### src/rtl/mem_bus_arbiter_pkg.sv
// mem_bus_arbiter_pkg: FSM encodings, owner ids and address map shared by the arbiter and its checker.
// The address check is compiled in only when MEM_ARB_ADDR_CHECK_EN is defined.
package mem_bus_arbiter_pkg;
   localparam logic [1:0] ST_IDLE   = 2'd0;
   localparam logic [1:0] ST_ACCESS = 2'd1;
   localparam logic [1:0] ST_DONE   = 2'd2;
   localparam logic OWN_M0 = 1'b0;
   localparam logic OWN_M1 = 1'b1;
   localparam logic [3:0] MMIO_NIBBLE_DEF = 4'h4;
   localparam logic [31:0] MMIO_LED       = 32'h4000_000C;
   localparam logic [31:0] MMIO_DIGI      = 32'h4000_0010;
   localparam logic [31:0] MMIO_UART_DATA = 32'h4000_0018;
   localparam logic [31:0] MMIO_UART_STAT = 32'h4000_001C;
   localparam logic [31:0] MMIO_UART_CTRL = 32'h4000_0020;
   typedef struct packed {
      logic is_mmio;
      logic in_ram;
      logic misaligned;
   } addr_chk_t;
endpackage

### src/rtl/mem_bus_arbiter_if.sv
// mem_bus_arbiter_if: two request ports (indexed by master id) plus the single memory port.
// Signal suffixes are from the arbiter's point of view; slave is the arbiter side.
interface mem_bus_arbiter_if;
   logic [1:0]       req_i;
   logic [1:0]       we_i;
   logic [1:0][31:0] addr_i;
   logic [1:0][31:0] wdata_i;
   logic [1:0]       done_o;
   logic [31:0]      rdata_o;
   logic             err_o;
   logic [31:0]      mem_addr_o;
   logic [31:0]      mem_wdata_o;
   logic             mem_read_o;
   logic             mem_write_o;
   logic [31:0]      mem_rdata_i;
   logic             busy_o;
   modport slave (
      input  req_i, we_i, addr_i, wdata_i, mem_rdata_i,
      output done_o, rdata_o, err_o, mem_addr_o, mem_wdata_o, mem_read_o, mem_write_o, busy_o
   );
   modport master (
      output req_i, we_i, addr_i, wdata_i, mem_rdata_i,
      input  done_o, rdata_o, err_o, mem_addr_o, mem_wdata_o, mem_read_o, mem_write_o, busy_o
   );
endinterface

### src/rtl/mem_bus_arbiter_addr_check.sv
// mem_bus_arbiter_addr_check: classifies a byte address as MMIO, inside RAM, and/or misaligned.
// Instantiated only when MEM_ARB_ADDR_CHECK_EN is defined.
module mem_bus_arbiter_addr_check
   import mem_bus_arbiter_pkg::*;
#(
   parameter int RAM_SIZE = 256,
   parameter int RAM_SIZE_BIT = 8,
   parameter logic [3:0] MMIO_NIBBLE = MMIO_NIBBLE_DEF
) (
   input  logic [31:0] addr_i,
   output addr_chk_t   chk_o
);
   logic [29:0] word;
   assign word = addr_i[31:2];
   assign chk_o.is_mmio = addr_i[31:28] == MMIO_NIBBLE;
   assign chk_o.in_ram = (word >> RAM_SIZE_BIT) == 30'd0 && {2'b00, word} < 32'(RAM_SIZE);
   assign chk_o.misaligned = |addr_i[1:0];
endmodule

### src/rtl/mem_bus_arbiter.sv
// mem_bus_arbiter: round-robin two-master arbiter driving the data-memory/MMIO port one cycle per grant.
// Define MEM_ARB_ADDR_CHECK_EN to suppress and flag out-of-map or misaligned accesses.
module mem_bus_arbiter
   import mem_bus_arbiter_pkg::*;
#(
   parameter int RAM_SIZE = 256,
   parameter int RAM_SIZE_BIT = 8,
   parameter logic [3:0] MMIO_NIBBLE = MMIO_NIBBLE_DEF
) (
   input logic clk_i,
   input logic rst_ni,
   mem_bus_arbiter_if.slave bus
);
   logic [1:0]  state_q, state_d;
   logic        owner_q, owner_d;
   logic        we_q, we_d;
   logic [31:0] addr_q, addr_d;
   logic [31:0] wdata_q, wdata_d;
   logic [31:0] rdata_q, rdata_d;
   logic        err_q, err_d;
   logic [1:0]  elig;
   logic        gnt, pick, access, bad;

   assign access = state_q == ST_ACCESS;
   // In DONE the owner's request is stale; owner_q also serves as the round-robin last owner.
   assign elig = state_q == ST_IDLE ? bus.req_i
               : state_q == ST_DONE ? bus.req_i & ~(2'b01 << owner_q) : 2'b00;
   assign gnt = |elig;
   assign pick = &elig ? ~owner_q : elig[1];

   always_comb begin
      state_d = access ? ST_DONE : gnt ? ST_ACCESS : ST_IDLE;
      owner_d = gnt ? pick : owner_q;
      we_d = gnt ? bus.we_i[pick] : we_q;
      addr_d = gnt ? bus.addr_i[pick] : addr_q;
      wdata_d = gnt ? bus.wdata_i[pick] : wdata_q;
      rdata_d = !access ? rdata_q : bad ? 32'd0 : we_q ? rdata_q : bus.mem_rdata_i;
      err_d = access ? bad : err_q;
   end

   always_ff @(posedge clk_i) begin
      if (!rst_ni) begin
         state_q <= ST_IDLE;
         owner_q <= OWN_M1;
         we_q <= 1'b0;
         addr_q <= '0;
         wdata_q <= '0;
         rdata_q <= '0;
         err_q <= 1'b0;
      end else begin
         state_q <= state_d;
         owner_q <= owner_d;
         we_q <= we_d;
         addr_q <= addr_d;
         wdata_q <= wdata_d;
         rdata_q <= rdata_d;
         err_q <= err_d;
      end
   end

`ifdef MEM_ARB_ADDR_CHECK_EN
   addr_chk_t chk;
   mem_bus_arbiter_addr_check #(
      .RAM_SIZE(RAM_SIZE),
      .RAM_SIZE_BIT(RAM_SIZE_BIT),
      .MMIO_NIBBLE(MMIO_NIBBLE)
   ) u_addr_check (
      .addr_i(addr_q),
      .chk_o(chk)
   );
   assign bad = chk.misaligned | (~chk.is_mmio & ~chk.in_ram);
`else
   // Unchecked build forwards every access, so the address-map parameters shape nothing here.
   if (RAM_SIZE < 1 || RAM_SIZE > (1 << RAM_SIZE_BIT) || MMIO_NIBBLE == 4'h0) begin : g_map_unchecked
   end
   assign bad = 1'b0;
`endif

   // Strobes are gated by reset combinationally so an aborted ACCESS never writes.
   assign bus.mem_read_o = access & ~we_q & rst_ni & ~bad;
   assign bus.mem_write_o = access & we_q & rst_ni & ~bad;
   assign bus.mem_addr_o = addr_q;
   assign bus.mem_wdata_o = wdata_q;
   assign bus.done_o = state_q != ST_DONE ? 2'b00 : owner_q == OWN_M0 ? 2'b01 : 2'b10;
   assign bus.rdata_o = rdata_q;
   assign bus.err_o = err_q;
   assign bus.busy_o = state_q != ST_IDLE;
endmodule
### src/flat_wrapper.sv
// flat-port wrapper written by rule: the top's interface ports become plain ports
module mem_bus_arbiter_flat import mem_bus_arbiter_pkg::*;
#(
   parameter int RAM_SIZE = 256,
   parameter int RAM_SIZE_BIT = 8,
   parameter logic [3:0] MMIO_NIBBLE = MMIO_NIBBLE_DEF
)
  (clk_i, rst_ni, bus_req_i, bus_we_i, bus_addr_i, bus_wdata_i, bus_mem_rdata_i, bus_done_o, bus_rdata_o, bus_err_o, bus_mem_addr_o, bus_mem_wdata_o, bus_mem_read_o, bus_mem_write_o, bus_busy_o);
  mem_bus_arbiter_if bus_i ();
  input logic clk_i;
  input logic rst_ni;
  input wire logic [$bits(bus_i.req_i)-1:0] bus_req_i;
  input wire logic [$bits(bus_i.we_i)-1:0] bus_we_i;
  input wire logic [$bits(bus_i.addr_i)-1:0] bus_addr_i;
  input wire logic [$bits(bus_i.wdata_i)-1:0] bus_wdata_i;
  input wire logic [$bits(bus_i.mem_rdata_i)-1:0] bus_mem_rdata_i;
  output wire logic [$bits(bus_i.done_o)-1:0] bus_done_o;
  output wire logic [$bits(bus_i.rdata_o)-1:0] bus_rdata_o;
  output wire logic [$bits(bus_i.err_o)-1:0] bus_err_o;
  output wire logic [$bits(bus_i.mem_addr_o)-1:0] bus_mem_addr_o;
  output wire logic [$bits(bus_i.mem_wdata_o)-1:0] bus_mem_wdata_o;
  output wire logic [$bits(bus_i.mem_read_o)-1:0] bus_mem_read_o;
  output wire logic [$bits(bus_i.mem_write_o)-1:0] bus_mem_write_o;
  output wire logic [$bits(bus_i.busy_o)-1:0] bus_busy_o;
  assign bus_i.req_i = bus_req_i;
  assign bus_i.we_i = bus_we_i;
  assign bus_i.addr_i = bus_addr_i;
  assign bus_i.wdata_i = bus_wdata_i;
  assign bus_i.mem_rdata_i = bus_mem_rdata_i;
  assign bus_done_o = bus_i.done_o;
  assign bus_rdata_o = bus_i.rdata_o;
  assign bus_err_o = bus_i.err_o;
  assign bus_mem_addr_o = bus_i.mem_addr_o;
  assign bus_mem_wdata_o = bus_i.mem_wdata_o;
  assign bus_mem_read_o = bus_i.mem_read_o;
  assign bus_mem_write_o = bus_i.mem_write_o;
  assign bus_busy_o = bus_i.busy_o;
  mem_bus_arbiter #(.RAM_SIZE(RAM_SIZE), .RAM_SIZE_BIT(RAM_SIZE_BIT), .MMIO_NIBBLE(MMIO_NIBBLE)) u_core (.clk_i(clk_i), .rst_ni(rst_ni), .bus(bus_i));
endmodule
### config.mk
export PLATFORM = sky130hd
export DESIGN_NAME = mem_bus_arbiter_flat
export DESIGN_NICKNAME = d
export VERILOG_FILES = /design/src/rtl/mem_bus_arbiter_pkg.sv /design/src/rtl/mem_bus_arbiter_if.sv /design/src/rtl/mem_bus_arbiter_addr_check.sv /design/src/rtl/mem_bus_arbiter.sv /design/src/flat_wrapper.sv
export SDC_FILE = /design/constraint.sdc
export NUM_CORES = 1
export LEC_CHECK = 0
export CORE_ASPECT_RATIO = 0.8
export CORE_MARGIN = 4
export CORE_UTILIZATION = 43
export DETAILED_ROUTE_END_ITERATION = 10
export PLACE_DENSITY_LB_ADDON = 0.15
export SLEW_MARGIN = 20
export SYNTH_ARGS = -nofsm -noshare
export SYNTH_HDL_FRONTEND = slang
export SYNTH_SLANG_ARGS = --single-unit
export TNS_END_PERCENT = 100
### constraint.sdc
create_clock -name clk_i -period 2.3 [get_ports clk_i]
set_clock_uncertainty 0.1 [all_clocks]
set_input_delay 0.345 -clock clk_i [delete_from_list [all_inputs] [get_ports clk_i]]
set_output_delay 0.345 -clock clk_i [all_outputs]
set_load 0.1 [all_outputs]
After elaboration in Yosys (flattened, before gate mapping)
Cells that the tools add are included.

Bitwise logic cells: 9. Shift-type cells: 1. Equal/unequal tests: 3. Magnitude comparators: 1. Reduce and logical (&&, ||, !) cells: 6. Multiplexer cells: 13.

Operators with widths (number): $mux W32 (4); $mux W2 (5); $and A1 B1 Y1 (4); $mux W1 (4); $reduce_and A2 Y1 (2); $reduce_or A2 Y1 (2); $not A1 Y1 (3); $and A2 B2 Y2 (1); $eq A2 B1 Y1 const B (1); $eq A2 B2 Y1 const B (1); $logic_not A2 Y1 (1); $lt A1 B2 Y1 const B (1); $ne A2 B2 Y1 const B (1); $not A2 Y2 (1); $reduce_bool A2 Y1 (1); $shl A1 B1 Y2 const A (1).

Logic and storage cells: 40. Output and inout bits: 102. Input port bits: 166. Flip-flop bits (word level): 100.

Longest topological paths before layout
Gate-level depths: netlist of run 1.

Depth after elaboration: 9. Mapped depth: 5. Gate-level depth less buffers: 3.

Worst setup path after synthesis of run 1
Ideal clock, no wire load.

Path kind: register -> output. Start point: register u_core.state_q[1]. End point: output bus_done_o[1]. Stages on the path, launching flop included: 3. Data required time: 1.855 ns. Buffers on the path: 0. Data arrival time: 2.698 ns. Setup slack: -0.843 ns. Path through: dfxtp_1 > inv_2 > nor3b_1.

Longest elaborated chain between the ends: 2.

RTL lines: start: declaration (line mem_bus_arbiter.sv:14) `logic [1:0] state_q, state_d;`; start signal: assignment (line mem_bus_arbiter.sv:51) `state_q <= state_d;`; $ne A2 B2 Y1 (line mem_bus_arbiter.sv:84) `assign bus.done_o = state_q != ST_DONE ? 2'b00 : owner_q == OWN_M0 ? 2'b01 : 2'b10;`; $mux W2 (line mem_bus_arbiter.sv:84); end: declaration (line flat_wrapper.sv:17) `output wire logic [$bits(bus_i.done_o)-1:0] bus_done_o;`.

Every way passes these cells.

Worst setup path in the final report of run 1
Start point: register u_core.state_q[1]. End point: output bus_mem_write_o.

Longest elaborated chain between the ends: 3.

RTL lines: $eq A2 B1 Y1 (line mem_bus_arbiter.sv:24) `assign access = state_q == ST_ACCESS;`; $and A1 B1 Y1 (2 in series) (line mem_bus_arbiter.sv:81) `assign bus.mem_write_o = access & we_q & rst_ni & ~bad;`; end: declaration (line flat_wrapper.sv:23) `output wire logic [$bits(bus_i.mem_write_o)-1:0] bus_mem_write_o;`.

Every way passes these cells.

==> impl_metrics.csv, run 1 <==
group,metric,value,unit
floorplanning,fp.coreArea,0.01147,sq mm
clock_tree,htreeDepth,3,
sta,max-slew-margin-rel,61.75,%
layout,area_growth,57.43,%
logic_synthesis,synth.distinct_cells,28,
logic_synthesis,synth_common_cells,"100 x dfxtp_1, 66 x nand2b_1, 66 x o21ai_0",
global_routing,grt_max_degree,61,
logic_synthesis,synth.avg_cell_area,8.164,sq um
clock_tree,cts_sinks,100,
clock_tree,tritoncts,"built",
detailed_routing,drc,0,
clock_tree,clk_path_buf_depth,2,
detailed_routing,drt_iter0_markers,464,
hold_path,hold_start,"rst_ni",
layout,diodes,0,
setup_path,rrSetupSlack,0.48,ns
logic_synthesis,synth_seq_cells,100,
floorplanning,io-pin-count,268,
setup_path,r2r_end,"u_core.bus.mem_wdata_o[20]",
setup_path,crit_type,"flop to primary output",
place,gp_congestion,0.8232,
sta,setup_ws,0.1559,ns
global_routing,grt_overflow,0,
power_and_ir_drop,p_comb_share,40.1,%
logic_synthesis,synth_area_leaders,"dfxtp_1 40%, o221ai_1 11%, nand2b_1 8.2%",
setup_path,crit_fanout,24,
sta,finalSetupViolations,0,
logic_synthesis,syn_nets,783,
place,dp_worst_setup_slack,0.2165,ns
floorplanning,die-area,0.01352,sq mm
hold_path,min_to,"u_core.state_q[1]",
sta,hold_viol,0,
setup_path,cp-start-kind,"flop",
detailed_routing,avgRoutedWirePerCell,18.27,microns
global_routing,grt_pass1_vias,5631,
power_and_ir_drop,fin_total_pwr,6.485,mW
logic_synthesis,ys_async_sr_fraction,0,%
layout,drive_above_1_share,18.20,%
power_and_ir_drop,p_switching,2.644,mW
sta,setup_tns,0,ns
floorplanning,die_h,104.8,microns
flow_run,max-cap-violations,0,
clock_tree,cts_buffers,9,
logic_synthesis,yosysTopAreaCell,"dfxtp_1",
layout,utilization,69.12,%
clock_tree,post_cts_buffers,0,
setup_path,cp.arrival,1.70,ns
sta,worst_slew_pin_slew,0.5738,ns
global_routing,grt_pass1_wl,28.62,mm
clock_tree,clock_latency,0.34,ns
logic_synthesis,syn_area,0.005037,sq mm
setup_path,required,1.86,ns
detailed_routing,routed_wl,18.16,mm
power_and_ir_drop,clkPwrFrac,28.4,%
detailed_routing,vias,5738,
detailed_routing,final_antenna_net_count,0,
power_and_ir_drop,seq_power_share,31.5,%
power_and_ir_drop,netSwitchingFraction,40.77,%
logic_synthesis,synth_edf_count,0,
power_and_ir_drop,leakagePower,2.905,nW
clock_tree,cts_root_buf,"clkbuf_16",
logic_synthesis,synth.most_common_cell,"dfxtp_1",
detailed_routing,via_per_inst,5.773,
status,status,"finished clean",
power_and_ir_drop,p_int,3.841,mW
sta,period_share,93.22,%
logic_synthesis,synthCells,617,
sta,period_needed,2.144,ns
logic_synthesis,ys.flop_type,"dfxtp_1",
place,port_buffers,266,
sta,grt_setup_unrepaired,"false",
global_routing,antenna_found_initial,0,
floorplanning,die_w,129.0,microns
logic_synthesis,yosysWarnings,0,
hold_path,hold_path_depth,2,
sta,maxClockFrequency,466.4,MHz
layout,nFillCells,932,
power_and_ir_drop,p_per_area,817.8,mW/mm^2
logic_synthesis,synth-seq-area-share,39.74,%
power_and_ir_drop,ir_drop,0.4596,mV
clock_tree,post_cts_resized,0,
setup_path,reg2reg_from,"u_core.state_q[1]",
detailed_routing,first_pass_iters,5,
clock_tree,clk_pin_slew,0.06,ns
sta,whs,0.2637,ns
sta,slew_violations,0,
hold_path,hp-class,"primary input to flop",
logic_synthesis,synth_top_area_share,39.74,%
floorplanning,rows,35,
layout,layout.nets,1008,
setup_path,cp-end-kind,"primary output",
clock_tree,hold_buffers,0,
setup_path,reg2reg_depth,4,
global_routing,grt_usage,25.91,%
floorplanning,initial_utilization,43.90,%
place,hpwl,12.70,mm
==> registers in the layout (all words and copies together) (netlist names) <==
name and cells:
u_core.owner_q 1, u_core.we_q 1, u_core.bus.rdata_o 32, u_core.bus.mem_addr_o 32, u_core.state_q 2, u_core.bus.mem_wdata_o 32
==> critical path: stages, from the launching register on <==
cell     delay (ns)
dfxtp_2        0.68
inv_2          0.13
and3_1         0.19
and2_1         0.18
buf_12         0.17
==> cell families (layout without fill, tap and decap cells) <==
family,after synthesis,count (layout),share of synthesized area [%]
muxes,1,1,0.2980
buffers and inverters,76,305,7.526
AOI/OAI and AO/OA,232,232,31.30
other,1,1,0.07444
DFF,100,100,39.74
and+or+nand+nor,207,207,21.06
==> layout make-up <==
type / count / area [sq um] / area share (%)
tap: 148 / 185.2 / 2.335
clock buffer: 9 / 225.2 / 2.840
multi-input combinational: 441 / 2699 / 34.03
inverter: 1 / 3.754 / 0.04733
clock inverter: 6 / 136.4 / 1.720
timing repair buffer: 289 / 2678 / 33.76
sequential: 100 / 2003 / 25.26
==> metal layers <==
layer | up-vias | share of wire (%) | GRT usage [%]
met1 | 2687 | 41 | 33.30
li1 | 2738 | - | -
met5 | - | 0 | 0
met2 | 276 | 48 | 42.05
met4 | 0 | 3.1 | 9.820
met3 | 37 | 8.5 | 6.030
==> how the worst max path moves through the flow <==
stage / start / endpoint / slack [ns] / cells past startpoint
after floorplan: u_core.state_q[1] / bus_done_o[1] / 0.13 / 2
after global placement: bus_req_i[0] / u_core.bus.mem_wdata_o[19] / 0.32 / 5
after detailed placement: bus_req_i[0] / u_core.bus.mem_wdata_o[26] / 0.22 / 5
after CTS: u_core.state_q[1] / bus_mem_write_o / 0.13 / 4
after global routing: u_core.state_q[1] / bus_mem_write_o / 0.05 / 4
final: u_core.state_q[1] / bus_mem_write_o / 0.16 / 4
==> cell usage in the layout, fill, tap and decap left out, drive strengths merged, types with 4 or more instances in the layout <==
| cell type | instances |
|---|---|
| nand2 | 65 |
| bufinv | 4 |
| clkbuf | 9 |
| nand2b | 66 |
| a21boi | 32 |
| clkdlybuf4s50 | 164 |
| buf | 125 |
| a31oi | 65 |
| nand3 | 65 |
| o21ai | 67 |
| dfxtp | 100 |
| o221ai | 65 |
==> per-stage QoR <==
| step | std cells | area (sq um) |
|---|---|---|
| after floorplan | 617 | 5050 |
| after global placement | 979 | 7569 |
| after detailed placement | 979 | 7569 |
| after CTS | 994 | 7930 |
| after global routing | 994 | 7930 |
| final | 994 | 7930 |
==> power groups by stage <==
stage               sequential [mW]  clock, mW  combinational (mW)
floorplan                      3.24          0               0.672
global placement               2.07          0                2.57
detailed placement             2.08          0                2.60
CTS                            2.04       1.87                2.60
global route                   2.07       1.94                2.71
finish                         2.04       1.84                2.60
Note: power is estimated with default switching activity, not from simulation.
==> inputs of run 2 (changes only) <==
--- a/config.mk
+++ b/config.mk
@@ -9,8 +9,8 @@
 export CORE_MARGIN = 4
 export CORE_UTILIZATION = 43
 export DETAILED_ROUTE_END_ITERATION = 10
-export PLACE_DENSITY_LB_ADDON = 0.15
-export SLEW_MARGIN = 20
+export PLACE_DENSITY = 0.95
+export SETUP_SLACK_MARGIN = 0.5
 export SYNTH_ARGS = -nofsm -noshare
 export SYNTH_HDL_FRONTEND = slang
 export SYNTH_SLANG_ARGS = --single-unit
==> run 2 against run 1 <==
Flip-flop and latch count is the same. Critical path depth unchanged. First-iteration DRC count down 13%. Final cell count is 0.50% higher. Cell area down 0.19%. Maximum frequency rose by 23%. Sequential power hardly changed. Die area stayed put. Setup slack improved by 0.40 ns. Register-to-register slack better by 0.25 ns. Combinational power hardly changed. Critical endpoint unchanged.
==> impl_metrics.csv, run 2 (synthesized netlist as in run 1, its figures left out) <==
group,metric,value,unit
detailed_routing,vias,5659,
clock_tree,tritoncts,"built",
clock_tree,htreeDepth,3,
sta,finalSetupViolations,0,
sta,setup_tns,0,ns
place,dp.cells,979,
global_routing,grt_pass1_vias,5412,
place,dp_worst_setup_slack,0.2846,ns
floorplanning,die_h,104.8,microns
layout,area_growth,57.13,%
global_routing,grt_overflow,0,
detailed_routing,drt_iter0_markers,403,
power_and_ir_drop,p_per_area,771.9,mW/mm^2
detailed_routing,first_pass_iters,6,
layout,drive_above_1_share,19.06,%
layout,mostFrequentLayoutCell,"clkdlybuf4s50_1",
clock_tree,clk_pin_slew,0.07,ns
setup_path,cp-end-kind,"primary output",
sta,slew_violations,0,
power_and_ir_drop,ir_drop,0.5939,mV
setup_path,cp-start-kind,"flop",
sta,period_needed,1.746,ns
detailed_routing,routed_wl,17.72,mm
floorplanning,die-area,0.01352,sq mm
sta,setup_ws,0.5536,ns
clock_tree,cts_root_buf,"clkbuf_16",
floorplanning,die_w,129.0,microns
status,status,"finished clean",
sta,period_share,75.93,%
global_routing,grt_pass1_wl,27.29,mm
layout,final_cell_mix,"164 x clkdlybuf4s50_1, 118 x buf_4, 97 x dfxtp_1",
global_routing,antenna_found_initial,1,
floorplanning,fp.coreArea,0.01147,sq mm
clock_tree,cts_sinks,100,
layout,layout.nets,1011,
detailed_routing,via_per_inst,5.665,
sta,grt_setup_unrepaired,"false",
detailed_routing,final_antenna_net_count,0,
place,place_area,0.007587,sq mm
global_routing,grt_usage,24.52,%
floorplanning,initial_utilization,43.90,%
layout,final_area,0.007915,sq mm
clock_tree,cts_buffers,9,
detailed_routing,drc,0,
floorplanning,rows,35,
setup_path,cp.arrival,1.30,ns
place,port_buffers,266,
sta,maxClockFrequency,572.6,MHz
global_routing,grt_max_degree,100,
place,gp_congestion,0.7904,
floorplanning,io-pin-count,268,
setup_path,crit_type,"flop to primary output",
setup_path,crit_fanout,4,
clock_tree,clk_path_buf_depth,2,
clock_tree,hold_buffers,0,
hold_path,hp-class,"primary input to flop",
place,hpwl,12.49,mm
power_and_ir_drop,leakagePower,2.894,nW
sta,hold_viol,0,
detailed_routing,avgRoutedWirePerCell,17.74,microns
setup_path,required,1.86,ns
clock_tree,clock_latency,0.33,ns
layout,fin_cells,999,
flow_run,max-cap-violations,0,
sta,whs,0.2595,ns
==> run 2: metrics by stage <==
step / total power [mW] / util [%]
6_report: 6.110 / 68.99
5_1_grt: 6.345 / 68.99
4_1_cts: 6.148 / 68.90
3_5_place_dp: 4.673 / 66.13
3_3_place_gp: 4.638 / 66.13
2_1_floorplan: 3.910 / -
==> run 2: area by class of cell <==
type                       count  area (sq um)
fill                         914          3558
antenna                        1         2.502
clock inverter                 7         62.56
tap                          148         185.2
sequential                   100          2011
multi-input combinational    441          2713
clock buffer                   9         225.2
timing repair buffer         292          2713
inverter                       1         3.754
==> run 2: final timing paths <==
kind,startpoint,endpoint,slack [ns],cells past startpoint
min reg2reg,u_core.bus.rdata_o[26],u_core.bus.rdata_o[26],0.35,2
max reg2reg,u_core.owner_q,u_core.bus.mem_wdata_o[31],0.73,4
max,u_core.state_q[1],bus_mem_write_o,0.55,4
min,rst_ni,u_core.state_q[1],0.26,2
==> run 2: worst max-delay path, stage by stage (launching register included) <==
cell and delay, ns:
dfxtp_4 0.36, inv_2 0.09, and3_4 0.19, and2_2 0.16, buf_12 0.17
==> run 2: repair_timing <==
item | 4_1_cts | 5_1_grt
setup buffers | 3 | 0
endpoints found under the hold margin | 0 | 0
setup endpoints to repair | 5 | 3
resized for setup | 4 | 2
==> run 2: routing by layer <==
layer	wire, microns	global-route usage (%)
met4	461	8.171
met2	8709	42.09
met5	0	0
met1	7013	29.92
met3	1536	5.876
==> run 2: power by group <==
part	internal [mW]	total, mW	switching [mW]
sequential	1.91	2.03	0.122
combinational	0.773	2.62	1.84
clock	0.760	1.46	0.705
